--- src/rtl/psg_bus_pkg.sv ---
// Shared types and constants for the TurboSound PSG bus master: sequencer states,
// AY/YM bus codes and the request record carried through the request FIFO.
package psg_bus_pkg;

  typedef enum logic [2:0] {
    ST_IDLE,
    ST_SEL,
    ST_SEL_GAP,
    ST_ADDR,
    ST_ADDR_GAP,
    ST_DATA,
    ST_DATA_GAP
  } psg_state_t;

  // {BDIR, BC}
  localparam logic [1:0] BUS_IDLE  = 2'b00;
  localparam logic [1:0] BUS_READ  = 2'b01;
  localparam logic [1:0] BUS_WRITE = 2'b10;
  localparam logic [1:0] BUS_LATCH = 2'b11;

  localparam logic [6:0] TS_SEL_PREFIX = 7'h7F;

  typedef struct packed {
    logic       wr;
    logic       chip;
    logic [3:0] addr;
    logic [7:0] data;
  } psg_req_t;

  localparam int REQ_W = $bits(psg_req_t);

endpackage

--- src/rtl/psg_req_fifo.sv ---
// Request FIFO for the PSG bus master. Full/empty are registered so the host-side
// ready never depends combinationally on the sequencer's pop.
module psg_req_fifo
  import psg_bus_pkg::*;
#(
  parameter int DEPTH = 4
) (
  input  logic             clk_i,
  input  logic             rst_n_i,
  input  logic             push_i,
  input  logic [REQ_W-1:0] push_data_i,
  input  logic             pop_i,
  output logic [REQ_W-1:0] pop_data_o,
  output logic             full_o,
  output logic             empty_o
);

  localparam int AW = $clog2(DEPTH);
  localparam logic [AW:0] FULL_CNT = (AW+1)'(DEPTH);

  logic [REQ_W-1:0] mem_q [DEPTH];
  logic [AW-1:0]    wr_ptr_q, rd_ptr_q;
  logic [AW:0]      cnt_q, cnt_d;
  logic             full_q, empty_q;
  logic             do_push, do_pop;

  assign do_push = push_i && !full_q;
  assign do_pop  = pop_i && !empty_q;

  always_comb begin
    cnt_d = cnt_q;
    if (do_push && !do_pop) begin
      cnt_d = cnt_q + 1'b1;
    end else if (do_pop && !do_push) begin
      cnt_d = cnt_q - 1'b1;
    end
  end

  always_ff @(posedge clk_i or negedge rst_n_i) begin
    if (!rst_n_i) begin
      wr_ptr_q <= '0;
      rd_ptr_q <= '0;
      cnt_q    <= '0;
      full_q   <= 1'b0;
      empty_q  <= 1'b1;
    end else begin
      if (do_push) wr_ptr_q <= wr_ptr_q + 1'b1;
      if (do_pop)  rd_ptr_q <= rd_ptr_q + 1'b1;
      cnt_q   <= cnt_d;
      full_q  <= (cnt_d == FULL_CNT);
      empty_q <= (cnt_d == '0);
    end
  end

  // Storage needs no reset; the registered flags gate every read of it.
  always_ff @(posedge clk_i) begin
    if (do_push) mem_q[wr_ptr_q] <= push_data_i;
  end

  assign pop_data_o = mem_q[rd_ptr_q];
  assign full_o     = full_q;
  assign empty_o    = empty_q;

endmodule

--- src/rtl/psg_bus_master.sv ---
// Sequences queued register reads/writes onto the AY/YM BDIR/BC/data bus of a
// TurboSound pair, inserting chip-select latch cycles when the target changes.
//   state       | meaning
//   ST_IDLE     | bus inactive, pop next request when FIFO non-empty
//   ST_SEL      | latch 1111_111N to switch the active chip
//   ST_SEL_GAP  | inactive clocks after the select phase
//   ST_ADDR     | latch the register number
//   ST_ADDR_GAP | inactive clocks after the address phase
//   ST_DATA     | write (10) or read (01) phase; read samples DI on last clock
//   ST_DATA_GAP | inactive clocks after the data phase, then next request
module psg_bus_master
  import psg_bus_pkg::*;
#(
  parameter int HOLD       = 2,
  parameter int GAP        = 1,
  parameter int FIFO_DEPTH = 4
) (
  input  logic       clk_i,
  input  logic       rst_n_i,
  input  logic       req_valid_i,
  output logic       req_ready_o,
  input  logic       req_wr_i,
  input  logic       req_chip_i,
  input  logic [3:0] req_addr_i,
  input  logic [7:0] req_data_i,
  output logic       rd_valid_o,
  output logic [7:0] rd_data_o,
  output logic       busy_o,
  output logic       bdir_o,
  output logic       bc_o,
  output logic [7:0] do_o,
  input  logic [7:0] di_i
);

  localparam int MAX_HG = (HOLD > GAP) ? HOLD : GAP;
  localparam int CW     = $clog2(MAX_HG + 1);
  localparam logic [CW-1:0] HOLD_LD = CW'(HOLD - 1);
  localparam logic [CW-1:0] GAP_LD  = CW'((GAP > 0) ? GAP - 1 : 0);
  localparam bit HAS_GAP = (GAP > 0);

  psg_state_t       state_q, state_d;
  logic [CW-1:0]    cnt_q, cnt_d;
  psg_req_t         req_q, req_d, head;
  logic [REQ_W-1:0] head_bits;
  logic             cur_chip_q, cur_chip_d;
  logic             rd_valid_q, rd_valid_d;
  logic [7:0]       rd_data_q, rd_data_d;
  logic [9:0]       bus_q, bus_d;
  logic             fifo_full, fifo_empty;
  logic             pop, dispatch, tc;

  psg_req_fifo #(
    .DEPTH(FIFO_DEPTH)
  ) u_fifo (
    .clk_i      (clk_i),
    .rst_n_i    (rst_n_i),
    .push_i     (req_valid_i),
    .push_data_i({req_wr_i, req_chip_i, req_addr_i, req_data_i}),
    .pop_i      (pop),
    .pop_data_o (head_bits),
    .full_o     (fifo_full),
    .empty_o    (fifo_empty)
  );

  assign head = psg_req_t'(head_bits);
  assign tc   = (cnt_q == '0);

  function automatic logic [9:0] bus_word(input psg_state_t st, input psg_req_t rq);
    logic [9:0] w;
    w = {BUS_IDLE, 8'h00};
    case (st)
      ST_SEL:  w = {BUS_LATCH, TS_SEL_PREFIX, rq.chip};
      ST_ADDR: w = {BUS_LATCH, 4'h0, rq.addr};
      ST_DATA: w = rq.wr ? {BUS_WRITE, rq.data} : {BUS_READ, 8'h00};
      default: w = {BUS_IDLE, 8'h00};
    endcase
    return w;
  endfunction

  always_comb begin
    state_d    = state_q;
    cnt_d      = cnt_q;
    req_d      = req_q;
    cur_chip_d = cur_chip_q;
    rd_valid_d = 1'b0;
    rd_data_d  = rd_data_q;
    pop        = 1'b0;
    dispatch   = 1'b0;
    if (!tc) cnt_d = cnt_q - 1'b1;

    case (state_q)
      ST_IDLE: dispatch = 1'b1;
      ST_SEL: begin
        if (tc) begin
          cur_chip_d = req_q.chip;
          if (HAS_GAP) begin
            state_d = ST_SEL_GAP;
            cnt_d   = GAP_LD;
          end else begin
            state_d = ST_ADDR;
            cnt_d   = HOLD_LD;
          end
        end
      end
      ST_SEL_GAP: begin
        if (tc) begin
          state_d = ST_ADDR;
          cnt_d   = HOLD_LD;
        end
      end
      ST_ADDR: begin
        if (tc) begin
          if (HAS_GAP) begin
            state_d = ST_ADDR_GAP;
            cnt_d   = GAP_LD;
          end else begin
            state_d = ST_DATA;
            cnt_d   = HOLD_LD;
          end
        end
      end
      ST_ADDR_GAP: begin
        if (tc) begin
          state_d = ST_DATA;
          cnt_d   = HOLD_LD;
        end
      end
      ST_DATA: begin
        if (tc) begin
          if (!req_q.wr) begin
            rd_valid_d = 1'b1;
            rd_data_d  = di_i;
          end
          if (HAS_GAP) begin
            state_d = ST_DATA_GAP;
            cnt_d   = GAP_LD;
          end else begin
            state_d  = ST_IDLE;
            dispatch = 1'b1;
          end
        end
      end
      ST_DATA_GAP: begin
        if (tc) begin
          state_d  = ST_IDLE;
          dispatch = 1'b1;
        end
      end
      default: state_d = ST_IDLE;
    endcase

    // Finishing a request and starting the next share one clock: no idle bubble.
    if (dispatch && !fifo_empty) begin
      pop     = 1'b1;
      req_d   = head;
      cnt_d   = HOLD_LD;
      state_d = (head.chip != cur_chip_q) ? ST_SEL : ST_ADDR;
    end

    bus_d = bus_word(state_d, req_d);
  end

  always_ff @(posedge clk_i or negedge rst_n_i) begin
    if (!rst_n_i) begin
      state_q    <= ST_IDLE;
      cnt_q      <= '0;
      req_q      <= '0;
      cur_chip_q <= 1'b1;
      rd_valid_q <= 1'b0;
      rd_data_q  <= 8'h00;
      bus_q      <= '0;
    end else begin
      state_q    <= state_d;
      cnt_q      <= cnt_d;
      req_q      <= req_d;
      cur_chip_q <= cur_chip_d;
      rd_valid_q <= rd_valid_d;
      rd_data_q  <= rd_data_d;
      bus_q      <= bus_d;
    end
  end

  assign {bdir_o, bc_o} = bus_q[9:8];
  assign do_o           = bus_q[7:0];
  assign rd_valid_o     = rd_valid_q;
  assign rd_data_o      = rd_data_q;
  assign req_ready_o    = !fifo_full;
  assign busy_o         = !fifo_empty || (state_q != ST_IDLE);

endmodule
--- config.mk ---
export PLATFORM = sky130hd
export DESIGN_NAME = psg_bus_master
export DESIGN_NICKNAME = d
export VERILOG_FILES = /design/src/rtl/psg_bus_pkg.sv /design/src/rtl/psg_req_fifo.sv /design/src/rtl/psg_bus_master.sv
export SDC_FILE = /design/constraint.sdc
export NUM_CORES = 1
export LEC_CHECK = 0
export BUFFER_PORTS_ARGS = -buffer_cell sky130_fd_sc_hd__buf_2
export CAP_MARGIN = 20
export CORE_MARGIN = 2
export CORE_UTILIZATION = 45
export DETAILED_ROUTE_END_ITERATION = 8
export GPL_TIMING_DRIVEN = 0
export PLACE_DENSITY = 0.63
export RECOVER_POWER = 50
export SLEW_MARGIN = 30
export SYNTH_ARGS = -nofsm -noshare
export SYNTH_HDL_FRONTEND = slang
export SYNTH_SLANG_ARGS = --single-unit
--- constraint.sdc ---
create_clock -name clk_i -period 2.9 [get_ports clk_i]
set_clock_uncertainty 0.15 [all_clocks]
set_input_delay 0 -clock clk_i [delete_from_list [all_inputs] [get_ports clk_i]]
set_output_delay 0 -clock clk_i [all_outputs]
set_load 0.005 [all_outputs]
* Word-level counts from Yosys, hierarchy flattened
Memory sizes are Yosys's and may differ from the RTL's.
Index checks and enable logic that the tools add are counted.
** Word-level totals
- Register bits :: 48
- RAM bits :: 56
- Memories kept :: 1
** Operators by class
- Add/sub/neg operators :: 5
- Equality and inequality tests :: 11
- Multiplexer cells :: 27
- Bitwise logic cells :: 1
- Reductions and logical operators :: 18
** Memory list
- u_fifo.mem_q :: depth 4, bits a word 14, rd ports 1, clocked after memory_dff 0, write ports 1, line psg_req_fifo.sv:21 : logic [REQ_W-1:0] mem_q [DEPTH];
** Operators with widths (number)
- 10-bit case mux with 3 select lines :: 1
- 3-bit 2-to-1 mux :: 9
- 3-bit case mux with 7 select lines :: 1
- 3-bit == test (second input constant) :: 5
- 14-bit 2-to-1 mux :: 1
- 10-bit 2-to-1 mux :: 1
- 2-bit 2-to-1 mux :: 5
- 3-bit by 2-bit == test with 1-bit output (second input constant) :: 3
- 1-bit 2-to-1 mux :: 7
- 3-bit by 1-bit == test with 1-bit output (second input constant) :: 2
- 3-bit zero test :: 2
- 1-bit logical AND :: 5
- 2-bit by 1-bit adder with 2-bit output (second input constant) :: 2
- 1-bit zero test :: 4
- 2-bit case mux with 2 select lines :: 1
- 3-bit by 1-bit adder with 3-bit output (second input constant) :: 1
- 3-bit AND reduction :: 1
- 3-bit nonzero test :: 1
- 3-bit OR reduction :: 1
- 3-bit by 1-bit subtractor with 3-bit output (second input constant) :: 1
- 2-bit zero test :: 1
- 1-bit case mux with 2 select lines :: 1
- 2-bit AND reduction :: 1
- 2-bit OR reduction :: 1
- 4 further kinds :: 4

* Logic depth before layout (Yosys ltp)
Gate-level depths: netlist of run 1.
- Depth after elaboration :: 10
- Mapped depth :: 8
- Mapped depth without buffers :: 6

* By module
A second synthesis of run 1 with hierarchy kept.
** Second synthesis, totals
- Cells, all modules :: 306
- Area total of the unflattened synthesis :: 4394.2 µm²
** By module, submodules not included
- psg_req_fifo :: instances 1, cells an instance 125, area an instance 2568.7 µm²
- psg_bus_master :: instances 1, cells an instance 181, area an instance 1825.5 µm²

* Least setup slack after synthesis of run 1
No wires, ideal clock.
- Kind :: reg-to-reg
- From :: register u_fifo.rd_ptr_q[0]
- To :: register bus_q[0]
- Arrival time :: 1.855 ns
- Path slack :: 0.773 ns
- Cell stages (with the launch flop) :: 7
- Buffers on the path :: 2
- Clock period less this slack :: 2.127 ns
- Path through :: dfrtp_1 -> buf_6 -> buf_4 -> mux4_2 -> mux2_2 -> or2_1 -> a32o_1
** RTL lines
- start: declaration :: line psg_req_fifo.sv:22 : logic [AW-1:0] wr_ptr_q, rd_ptr_q;
- start signal: assignment :: line psg_req_fifo.sv:48 : if (do_pop) rd_ptr_q <= rd_ptr_q + 1'b1;
- end signal: assignment :: line psg_bus_master.sv:179 : bus_q <= bus_d;
- end: declaration :: line psg_bus_master.sv:48 : logic [9:0] bus_q, bus_d;

==> results by group, run 1 <==
Outcome
  • Status: complete, no violations

Clock network
  • Clock Path Buffers: 2
  • Sinks on the clock net: 104
  • Postcts setup bufs: 0
  • CTS-repair resized insts: 0
  • Num CTS Buffers: 9
  • CTS tree: built
  • CTS H-tree lvls: 3
  • Clock-pin transition on the worst setup and hold timing paths: 0.10 ns
  • Root buffer cell: clkbuf_8
  • Clock latency at the later pin of the worst-skew pair: 0.36 ns

Setup path
  • Crit Path Category: flip-flop to flip-flop
  • CP bufs+invs: 2
  • Critical path's largest stage delay: 0.54 ns
  • Crit path DAT: 2.43 ns
  • Worst setup EP type: flip-flop
  • Critical-path top delay cell: mux4_2
  • Critical path cell sequence: buf_6, buf_4, mux4_2, mux2_2, or2_1, a32o_1
  • WP data required: 2.99 ns
  • CP top delay family: multiplexers
  • Worst Setup Start Kind: flip-flop
  • Worst Path Max Fanout: 10

Global routing
  • Met3 Use GR: 4.45%
  • First-pass GRT wire length: 11300 um
  • Vias in the first global route: 2194
  • Met1 GRT Util: 20.9%
  • Largest net degree at the start of global routing: 49
  • GRT Residual Overflow: 0
  • Initial antenna violation count: 0
  • Met2 Usage GRT: 22.1%
  • Busiest grt layer: met2
  • GRT Util Overall: 14.5%

Synth
  • Simple-Gate Fraction of Synth Area: 6.79%
  • Main combinational cell family by area after synthesis: multiplexers
  • Top cells by count, synth: 56 x edfxtp_1, 46 x dfrtp_1, 19 x nand2_1
  • Flops & latches, synth: 104
  • Seq/Total Area, Yosys: 66.9%
  • FFs w/ async S/R, synth: 46.2%
  • Top-area cell type share of the netlist area: 39.0%
  • Number of synthesized flops with an enable pin: 56
  • Synthesized Nets: 298
  • Post-synth top flop: edfxtp_1
  • Post-Synthesis Cells: 267
  • Post-synthesis cell area: 4310 sq um
  • Mux cell area share after synthesis: 12.4%
  • Count leader, synth: edfxtp_1
  • Synth Area in Adders: 2.21%
  • Synth cell types: 54
  • Syn_area_per_cell: 16.1 sq um
  • Main area contributors after synthesis: edfxtp_1 39%, dfrtp_1 27%, mux4_2 7.3%
  • Xor-xnor portion of the synthesized cell area: 1.39%
  • Synth warnings: 0
  • Largest area contributor in the netlist: edfxtp_1
  • Compound-cell area share of the yosys netlist: 6.76%

Power
  • Overall power: 5140 uW
  • Lkg Pwr: 0.00197 uW
  • Worst vdd ir: 0.511 mV
  • PwrDens: 1010 nW/um^2

Routing
  • Routed wire length: 7080 um
  • Initial DRT Pass Iterations: 4
  • Drt wl/cell: 14.8 um
  • Vias/cell: 4.86
  • Final ANT Viol Nets: 0
  • Drt initial violations: 85
  • DR vias: 2329
  • # DRC: 0

Cells and area
  • Multi-input logic area: 1270 sq um
  • Register area: 2890 sq um
  • Layout cells sized above 1: 26.9%
  • Diodes inserted: 0
  • Fillers: 771
  • Final cell count without fillers: 479
  • Nets: 377
  • Area Overhead vs Synth: 17.7%

Floorplan
  • DIE HEIGHT: 102 um
  • Core area: 9280 sq um
  • FP Rows: 35
  • I/O pin count: 46
  • Effective utilization at floorplan: 46.4%
  • Full die area: 10400 sq um
  • Chip width: 102 um

STA
  • Final slew viol count: 0
  • RSZ-0062 raised after global routing: false
  • Final hold viol count: 0
  • Max Fclk: 0.427 GHz
  • Slew @ Worst Pin: 1.15 ns
  • Max-slew headroom: 23.6%
  • Final setup vio count: 0
  • Setup TNS: 0 ns
  • Period utilization: 80.7%
  • WHS: 0.0927 ns
  • Setup ws final: 0.561 ns
  • Post-route minimum period: 2.34 ns

Placement
  • Gpl congestion: 0.775
  • Buffers on Ports: 45
  • DP Cell Count: 441
  • DP HPWL: 4670 um
  • Place WS: 0.565 ns

Hold path
  • Hold Crit Class: input pin to flip-flop

Run
  • Max-capacitance violation count: 0
==> layout make-up <==
| type | instances | share of cell area, % |
|---|---|---|
| plain buffers | 10 | 1.73 |
| clock buffers | 9 | 2.44 |
| clock inverters | 6 | 0.962 |
| inverters | 17 | 1.26 |
| multi-input cells | 136 | 25.1 |
| flip-flops and latches | 104 | 56.9 |
| well taps | 129 | 3.18 |
| repair buffers | 68 | 8.48 |
==> through the flow <==
step | util [%] | instance area (sq um)
2_1_floorplan | - | 4310
3_3_place_gp | 50.6 | 4700
3_5_place_dp | 50.6 | 4700
4_1_cts | 55.0 | 5100
5_1_grt | 54.7 | 5070
6_report | 54.7 | 5070
==> final timing paths <==
check                                          startpoint                              to  slack [ns]  cells past startpoint
max                        u_fifo.rd_ptr_q[0]$_DFFE_PN0P_              bus_q[0]$_DFF_PN0_        0.56                      6
min                                           req_valid_i       u_fifo.cnt_q[2]$_DFF_PN0_        0.09                      4
max reg2reg                u_fifo.rd_ptr_q[0]$_DFFE_PN0P_              bus_q[0]$_DFF_PN0_        0.56                      6
min reg2reg                            req_q[1]$_DFF_PN0_              req_q[1]$_DFF_PN0_        0.34                      2
max in group asynchronous                         rst_n_i  u_fifo.rd_ptr_q[1]$_DFFE_PN0P_        1.66                      2
min in group asynchronous                         rst_n_i       u_fifo.cnt_q[1]$_DFF_PN0_        0.24                      2
==> cell families after synthesis <==
family                     count (synthesis)
DFF                                      104
and+or+nand+nor                           53
AOI/OAI and AO/OA                         37
muxes                                     32
buffers and inverters                     27
adders and majority gates                  8
xor gates and xnor gates                   6
==> worst register-to-register path: stages, from the launching register on <==
cell,delay [ns]
dfrtp_1,0.35
buf_6,0.15
buf_4,0.24
mux4_2,0.54
mux2_2,0.29
or2_1,0.22
a32o_1,0.27
==> per-layer routing <==
| metal | wire length [um] | part of all wire, % |
|---|---|---|
| met5 | 0 | 0 |
| met4 | 59 | 0.83 |
| met3 | 309 | 4.4 |
| met2 | 3230 | 46 |
| met1 | 3480 | 49 |
==> layout by cell type, fill, tap and decap left out, types with 6 or more instances in the layout <==
cell type / Yosys / layout
edfxtp_1: 56 / 56
dfrtp_1: 46 / 46
buf_2: 3 / 27
dlygate4sd3_1: 0 / 23
clkbuf_1: 1 / 21
nand2_1: 19 / 19
inv_1: 17 / 17
mux4_2: 14 / 14
mux2_2: 12 / 12
clkbuf_8: 0 / 9
a21oi_1: 8 / 8
o21ai_0: 6 / 6
ha_1: 6 / 6
==> report_power, final <==
part,total (uW),internal [uW],switching (uW)
clock network,812,319,493
logic,2100,1020,1090
registers,2230,2050,174
total,5140,3390,1750
==> sequential cells by signal (all words and copies together) (netlist names) <==
signal	flops
rd_data_o	8
u_fifo.wr_ptr_q	2
cnt_q	2
cur_chip_q	1
rd_valid_o	1
u_fifo.full_o	1
bus_q	10
state_q	3
u_fifo.mem_q	56
u_fifo.cnt_q	3
u_fifo.empty_o	1
req_q	14
u_fifo.rd_ptr_q	2
==> timing repair <==
item                                    CTS  global route
hold endpoints to repair                112             0
hold buffers                             23             0
endpoints found under the setup margin    0             0
Power figures use the tool's default switching activity.
==> inputs of run 2 (changes only) <==
--- a/config.mk
+++ b/config.mk
@@ -11,7 +11,7 @@
 export CORE_UTILIZATION = 45
 export DETAILED_ROUTE_END_ITERATION = 8
 export GPL_TIMING_DRIVEN = 0
-export PLACE_DENSITY = 0.63
+export PLACE_DENSITY = 0.65
 export RECOVER_POWER = 50
 export SLEW_MARGIN = 30
 export SYNTH_ARGS = -nofsm -noshare
==> constraint.sdc (replaced) <==
create_clock -name clk_i -period 2.1 [get_ports clk_i]
set_clock_uncertainty 0.15 [all_clocks]
set_input_delay 0 -clock clk_i [delete_from_list [all_inputs] [get_ports clk_i]]
set_output_delay 0 -clock clk_i [all_outputs]
set_load 0.005 [all_outputs]
==> run 2 against run 1 <==
Power grew 51%. First-iteration DRC count is 19% higher. Worst setup slack worse by 0.65 ns. Critical endpoint unchanged. The flow now finishes with violations (negative setup slack). Non-clock buffer count increased by 23. Highest routed layer unchanged. Largest power group is now combinational logic. Sequential cell count did not move. Cell area grew 5.8%.
==> results by group, run 2 (synthesis gave the netlist of run 1 again) <==
Outcome
  • Status: finished, violations left (was complete, no violations)
  • Failing checks: negative setup slack

Clock network
  • Clock Path Buffers: 2 (unchanged)
  • Root buffer cell: clkbuf_8 (unchanged)
  • Num CTS Buffers: 9 (unchanged)
  • Clock-pin transition on the worst setup and hold timing paths: 0.10 ns (about the same)
  • Clock latency at the later pin of the worst-skew pair: 0.36 ns (about the same)
  • Sinks on the clock net: 104 (unchanged)
  • CTS H-tree lvls: 3 (unchanged)
  • CTS tree: built (unchanged)

Cells and area
  • Fin util: 57.9% (was 54.7%)
  • Most frequent cells in the layout: 56 x edfxtp_1, 44 x dfrtp_1, 29 x buf_2 (was 56 x edfxtp_1, 46 x dfrtp_1, 27 x buf_2)
  • Register area: 2890 sq um (about the same)
  • Largest regs: u_fifo.mem_q: 56 flops, req_q: 14 flops, bus_q: 10 flops (unchanged)
  • Diodes inserted: 0 (unchanged)
  • Biggest register: u_fifo.mem_q (unchanged)
  • Multi-input logic area: 1360 sq um (was 1270 sq um)
  • Layout cells sized above 1: 36.4% (was 26.9%)
  • Area Overhead vs Synth: 24.6% (was 17.7%)
  • Fillers: 754 (was 771)
  • Commonest non-fill, non-tap cell in the layout: edfxtp_1 (unchanged)
  • Nets: 400 (was 377)
  • Max reg flops: 56 (unchanged)

Global routing
  • Vias in the first global route: 2443 (was 2194)
  • Largest net degree at the start of global routing: 49 (unchanged)
  • Initial antenna violation count: 0 (unchanged)
  • First-pass GRT wire length: 12200 um (was 11300 um)
  • GRT Residual Overflow: 0 (unchanged)
  • GRT Util Overall: 15.6% (was 14.5%)

Power
  • Lkg Pwr: 0.00214 uW (was 0.00197 uW)
  • Sw Ratio: 34.1% (about the same)
  • Clock network fraction of total power: 14.8% (was 15.8%)
  • Internal cell power: 5110 uW (was 3390 uW)
  • PwrDens: 1440 nW/um^2 (was 1010 nW/um^2)
  • Logic pwr share: 45.3% (was 40.9%)
  • Sequential power share: 39.8% (was 43.3%)
  • Overall power: 7750 uW (was 5140 uW)
  • Worst vdd ir: 0.698 mV (was 0.511 mV)
  • Switching power: 2650 uW (was 1750 uW)

STA
  • Final setup vio count: 6 (was 0)
  • Setup TNS: -0.324 ns (was 0 ns)
  • RSZ-0062 raised after global routing: true (was false)
  • Setup ws final: -0.0906 ns (was 0.561 ns)
  • Period utilization: 104% (was 80.7%)
  • Max-slew headroom: 23.4% (was 23.6%)
  • WHS: 0.0918 ns (was 0.0927 ns)
  • Slew @ Worst Pin: 1.15 ns (about the same)
  • Post-route minimum period: 2.19 ns (was 2.34 ns)
  • Final hold viol count: 0 (unchanged)
  • Max Fclk: 0.456 GHz (was 0.427 GHz)
  • Final slew viol count: 0 (unchanged)

Routing
  • # DRC: 0 (unchanged)
  • DR vias: 2453 (was 2329)
  • Drt wl/cell: 15.5 um (was 14.8 um)
  • Final ANT Viol Nets: 0 (unchanged)
  • Initial DRT Pass Iterations: 4 (unchanged)
  • Vias/cell: 4.88 (was 4.86)
  • Drt initial violations: 101 (was 85)
  • Routed wire length: 7780 um (was 7080 um)

Run
  • Max-capacitance violation count: 0 (unchanged)

Setup path
  • Worst Path Max Fanout: 5 (was 10)
  • Worst Setup Start Kind: flip-flop (unchanged)
  • Crit path DAT: 2.29 ns (was 2.43 ns)
  • WP data required: 2.20 ns (was 2.99 ns)
  • Crit Path Category: flip-flop to flip-flop (unchanged)
  • Worst setup EP type: flip-flop (unchanged)

Floorplan
  • I/O pin count: 46 (unchanged)
  • Effective utilization at floorplan: 46.4% (unchanged)
  • FP Rows: 35 (unchanged)
  • Full die area: 10400 sq um (unchanged)
  • Chip width: 102 um (unchanged)
  • Core area: 9280 sq um (unchanged)
  • DIE HEIGHT: 102 um (unchanged)

Placement
  • Gpl congestion: 0.780 (was 0.775)
  • DP HPWL: 4710 um (was 4670 um)
  • Buffers on Ports: 45 (unchanged)
  • Place WS: -0.183 ns (was 0.565 ns)

Hold path
  • Hold Crit Class: input pin to flip-flop (unchanged)
==> run 2: cell types whose count changed in the layout (fill, tap and decap cells not counted), moves of 3 or more <==
| cell | delta |
|---|---|
| buf_4 | +22 |
| and2_1 | -4 |
| and2_2 | +4 |
| clkbuf_1 | -3 |
| mux2_2 | -3 |
| mux2_4 | +3 |
| nor2_4 | +3 |
==> run 2: metrics by stage <==
step	cell area [sq um]	std cells
2_1_floorplan	4310	267
3_3_place_gp	4700	441
3_5_place_dp	4700	441
4_1_cts	5240	488
5_1_grt	5370	503
6_report	5370	503
==> run 2: cell type report <==
cell class	instances	area share (%)
Buffer	10	1.98
Tap cell	129	3.00
Inverter	17	1.19
Sequential cell	104	53.8
Timing Repair Buffer	91	11.4
Multi-Input combinational cell	136	25.4
Clock inverter	7	1.00
Clock buffer	9	2.31
==> run 2: worst max-delay path: stages, from the launching register on <==
cell	delay (ns)
dfrtp_1	0.35
buf_6	0.12
mux4_2	0.55
and2_4	0.17
o221a_4	0.23
or2_1	0.22
a32o_2	0.28
==> run 2: repair_timing <==
item,in CTS,in global routing
resized for setup,18,13
hold endpoints to repair,112,0
pin swaps,3,8
endpoints found under the setup margin,46,48
hold buffers,23,0
setup buffers,8,15
==> run 2: worst paths after layout <==
path,from,to,slack [ns],depth (start not counted)
max in group asynchronous,rst_n_i,u_fifo.rd_ptr_q[1]$_DFFE_PN0P_,0.79,2
hold reg to reg,req_q[1]$_DFF_PN0_,req_q[1]$_DFF_PN0_,0.34,2
setup / recovery,u_fifo.rd_ptr_q[0]$_DFFE_PN0P_,bus_q[0]$_DFF_PN0_,-0.09,6
min in group asynchronous,rst_n_i,u_fifo.full_o$_DFF_PN0_,0.24,2
setup reg to reg,u_fifo.rd_ptr_q[0]$_DFFE_PN0P_,bus_q[0]$_DFF_PN0_,-0.09,6
hold / removal,req_valid_i,u_fifo.cnt_q[2]$_DFF_PN0_,0.09,4
==> run 2: power groups by stage <==
stage | Combinational, uW | Sequential (uW) | Clock [uW]
after global routing | 3860 | 3160 | 1260
after CTS | 3180 | 3100 | 1180
after global placement | 2890 | 3110 | 0
after detailed placement | 2920 | 3130 | 0
after floorplan | 2170 | 3090 | 0
final | 3520 | 3090 | 1150
==> run 2: metal layers <==
| layer | track usage (%) | up-vias | wire, um |
|---|---|---|---|
| li1 | - | 1187 | - |
| met1 | 21.5 | 1195 | 3690 |
| met2 | 25.1 | 60 | 3650 |
| met3 | 3.83 | 11 | 321 |
| met4 | 4.00 | 0 | 105 |
| met5 | 0 | - | 0 |
==> inputs of run 3 (changes only) <==
--- a/config.mk
+++ b/config.mk
@@ -7,11 +7,13 @@
 export LEC_CHECK = 0
 export BUFFER_PORTS_ARGS = -buffer_cell sky130_fd_sc_hd__buf_2
 export CAP_MARGIN = 20
+export CELL_PAD_IN_SITES_DETAIL_PLACEMENT = 1
+export CELL_PAD_IN_SITES_GLOBAL_PLACEMENT = 1
 export CORE_MARGIN = 2
-export CORE_UTILIZATION = 45
+export CORE_UTILIZATION = 44
 export DETAILED_ROUTE_END_ITERATION = 8
 export GPL_TIMING_DRIVEN = 0
-export PLACE_DENSITY = 0.65
+export PLACE_DENSITY = 0.74
 export RECOVER_POWER = 50
 export SLEW_MARGIN = 30
 export SYNTH_ARGS = -nofsm -noshare
==> run 3 against run 2 <==
The run still ends with negative setup slack left. Power is 4.0% higher. Clock-buffer cell count unchanged. Clock power increased by 10%. Combinational power increased by 5%. Sequential share of layout area decreased by 0.40 points. Register-to-register slack got worse by 0.04 ns. Core utilization down 1.7 points. Maximum frequency down 1.8%. Critical path depth unchanged. Wire length increased by 13%. Hold slack improved by 0.017 ns. Critical endpoint unchanged.
==> results by group, run 3 (synthesis gave the netlist of run 1 again) <==
STA
  • Final hold viol count: 0 (unchanged)
  • Setup ws final: -0.131 ns (was -0.0906 ns)
  • Slew @ Worst Pin: 1.20 ns (was 1.15 ns)
  • RSZ-0062 raised after global routing: true (unchanged)
  • Period utilization: 106% (was 104%)
  • Post-route minimum period: 2.23 ns (was 2.19 ns)
  • Max-slew headroom: 20.1% (was 23.4%)
  • Final slew viol count: 0 (unchanged)
  • Final setup vio count: 8 (was 6)
  • Max Fclk: 0.448 GHz (was 0.456 GHz)

Global routing
  • Vias in the first global route: 2648 (was 2443)
  • GRT Residual Overflow: 0 (unchanged)
  • Initial antenna violation count: 0 (unchanged)
  • Largest net degree at the start of global routing: 49 (unchanged)
  • First-pass GRT wire length: 13700 um (was 12200 um)
  • GRT Util Overall: 17.3% (was 15.6%)

Clock network
  • CTS tree: built (unchanged)
  • Num CTS Buffers: 9 (unchanged)
  • Clock-pin transition on the worst setup and hold timing paths: 0.10 ns (about the same)
  • Root buffer cell: clkbuf_8 (unchanged)
  • Clock latency at the later pin of the worst-skew pair: 0.37 ns (was 0.36 ns)
  • Sinks on the clock net: 104 (unchanged)
  • Clock Path Buffers: 2 (unchanged)
  • CTS H-tree lvls: 3 (unchanged)

Placement
  • Gpl congestion: 0.783 (was 0.780)
  • Buffers on Ports: 45 (unchanged)
  • DP HPWL: 5560 um (was 4710 um)
  • DP Area: 4710 sq um (was 4700 sq um)

Setup path
  • Reg2Reg Depth: 6 (unchanged)
  • Worst setup path endpoint: bus_q[0]$_DFF_PN0_ (unchanged)
  • Critical-path top delay cell: mux4_2 (unchanged)
  • WP data required: 2.19 ns (was 2.20 ns)
  • CP startpoint: u_fifo.rd_ptr_q[0]$_DFFE_PN0P_ (unchanged)
  • R2r setup slk: -0.13 ns (was -0.09 ns)
  • Worst Setup Start Kind: flip-flop (unchanged)
  • Critical path's largest stage delay: 0.55 ns (about the same)
  • CP top delay family: multiplexers (unchanged)
  • Worst setup EP type: flip-flop (unchanged)
  • Critical Path Stages: 6 (unchanged)
  • Critical path cell sequence: buf_6, mux4_2, and2_1, o221a_4, or2_1, a32o_1 (was buf_6, mux4_2, and2_4, o221a_4, or2_1, a32o_2)
  • Reg2reg end: bus_q[0]$_DFF_PN0_ (unchanged)
  • Worst Path Max Fanout: 5 (unchanged)
  • Crit path DAT: 2.32 ns (was 2.29 ns)
  • CP bufs+invs: 1 (unchanged)
  • Reg-to-reg startpoint: u_fifo.rd_ptr_q[0]$_DFFE_PN0P_ (unchanged)
  • Crit Path Category: flip-flop to flip-flop (unchanged)

Routing
  • # DRC: 0 (unchanged)
  • Drt wl/cell: 17.4 um (was 15.5 um)
  • DR vias: 2554 (was 2453)
  • Drt initial violations: 83 (was 101)
  • Routed wire length: 8790 um (was 7780 um)
  • Vias/cell: 5.07 (was 4.88)
  • Initial DRT Pass Iterations: 6 (was 4)
  • Final ANT Viol Nets: 0 (unchanged)

Cells and area
  • Register area: 2890 sq um (unchanged)
  • Area Overhead vs Synth: 25.5% (was 24.6%)
  • Fin util: 56.1% (was 57.9%)
  • Diodes inserted: 0 (unchanged)
  • Largest regs: u_fifo.mem_q: 56 flops, req_q: 14 flops, bus_q: 10 flops (unchanged)
  • Fillers: 972 (was 754)
  • Multi-input logic area: 1400 sq um (was 1360 sq um)
  • Most frequent cells in the layout: 56 x edfxtp_1, 44 x dfrtp_1, 25 x buf_2 (was 56 x edfxtp_1, 44 x dfrtp_1, 29 x buf_2)
  • Layout cells sized above 1: 35.3% (was 36.4%)
  • Nets: 397 (was 400)
  • Commonest non-fill, non-tap cell in the layout: edfxtp_1 (unchanged)
  • Cell area after layout: 5410 sq um (was 5370 sq um)
  • Biggest register: u_fifo.mem_q (unchanged)
  • Max reg flops: 56 (unchanged)

Power
  • Sw Ratio: 34.9% (was 34.1%)
  • PwrDens: 1490 nW/um^2 (was 1440 nW/um^2)
  • Internal cell power: 5250 uW (was 5110 uW)
  • Sequential power share: 38.6% (was 39.8%)
  • Lkg Pwr: 0.00213 uW (was 0.00214 uW)
  • Logic pwr share: 45.7% (was 45.3%)
  • Clock network fraction of total power: 15.7% (was 14.8%)
  • Worst vdd ir: 0.521 mV (was 0.698 mV)
  • Switching power: 2810 uW (was 2650 uW)

Outcome
  • Failing checks: negative setup slack (unchanged)
  • Status: finished, violations left (unchanged)

Floorplan
  • Chip width: 103 um (was 102 um)
  • Core area: 9640 sq um (was 9280 sq um)
  • FP Rows: 36 (was 35)
  • Effective utilization at floorplan: 44.7% (was 46.4%)
  • Full die area: 10600 sq um (was 10400 sq um)
  • I/O pin count: 46 (unchanged)
  • DIE HEIGHT: 103 um (was 102 um)

Run
  • Max-capacitance violation count: 0 (unchanged)

Hold path
  • Hold Crit Class: input pin to flip-flop (unchanged)
[run 3: cell types whose count changed in the layout (fill, tap and decap cells not counted), sizes merged]
cell,change
clkbuf,+2
buf,-5
bufinv,+1
clkinvlp,-1
[run 3: cell type report]
class / instances / share of cell area [%]
Buffer: 8 / 1.36
Clock buffer: 9 / 2.29
Clock inverter: 7 / 1.41
Inverter: 17 / 1.18
Multi-Input combinational cell: 136 / 25.8
Sequential cell: 104 / 53.4
Tap cell: 133 / 3.08
Timing Repair Buffer: 90 / 11.5
[run 3: per-layer routing]
layer | share of wire [%] | global-route usage (%)
met5 | 0 | 0
met4 | 1.1 | 5.16
met1 | 44 | 22.9
met3 | 3.1 | 3.05
met2 | 51 | 29.3
[run 3: power by group through the flow]
stage,sequential [uW],combinational (uW),clock (uW)
floorplan,3090,2170,0
finish,3110,3680,1270
CTS,3110,3330,1300
global placement,3100,2910,0
detailed placement,3150,2990,0
global route,3180,4050,1380
[run 3: worst min-delay path by stage]
stage	end	slack, ns	start	cells past startpoint
floorplan	bus_q[0]$_DFF_PN0_	-0.45	rst_n_i	0
global placement	u_fifo.mem_q[1][3]$_DFFE_PP_	0.06	req_data_i[3]	1
detailed placement	u_fifo.cnt_q[2]$_DFF_PN0_	-0.09	rst_n_i	1
CTS	u_fifo.cnt_q[2]$_DFF_PN0_	0.05	rst_n_i	2
global route	u_fifo.empty_o$_DFF_PN1_	0.17	req_valid_i	5
finish	u_fifo.cnt_q[1]$_DFF_PN0_	0.11	req_valid_i	5
[run 3: metrics by stage]
stage	setup slack [ns]	total power [uW]	TNS, ns	hold WS, ns	instances
after global routing	-0.178	8610	-1.10	0.170	504
after global placement	-0.170	6010	-1.50	0.0602	445
after detailed placement	-0.172	6140	-4.45	-0.0895	445
after floorplan	0.00794	5260	0	-0.446	267
after CTS	-0.117	7740	-0.213	0.0481	494
final	-0.131	8060	-0.369	0.108	504
[run 3: worst min-delay path, stage by stage]
cell and delay (ns):
buf_2 0.08, nand2b_1 0.15, o21ai_0 0.19, o211ai_1 0.09, o21ai_0 0.08
[run 3: repair_timing]
| item | in CTS | in global routing |
|---|---|---|
| endpoints found under the hold margin | 112 | 0 |
| gates resized for setup | 18 | 22 |
| setup buffers | 11 | 11 |
| hold buffers | 23 | 0 |
| pin swaps | 3 | 10 |
| endpoints found under the setup margin | 73 | 21 |
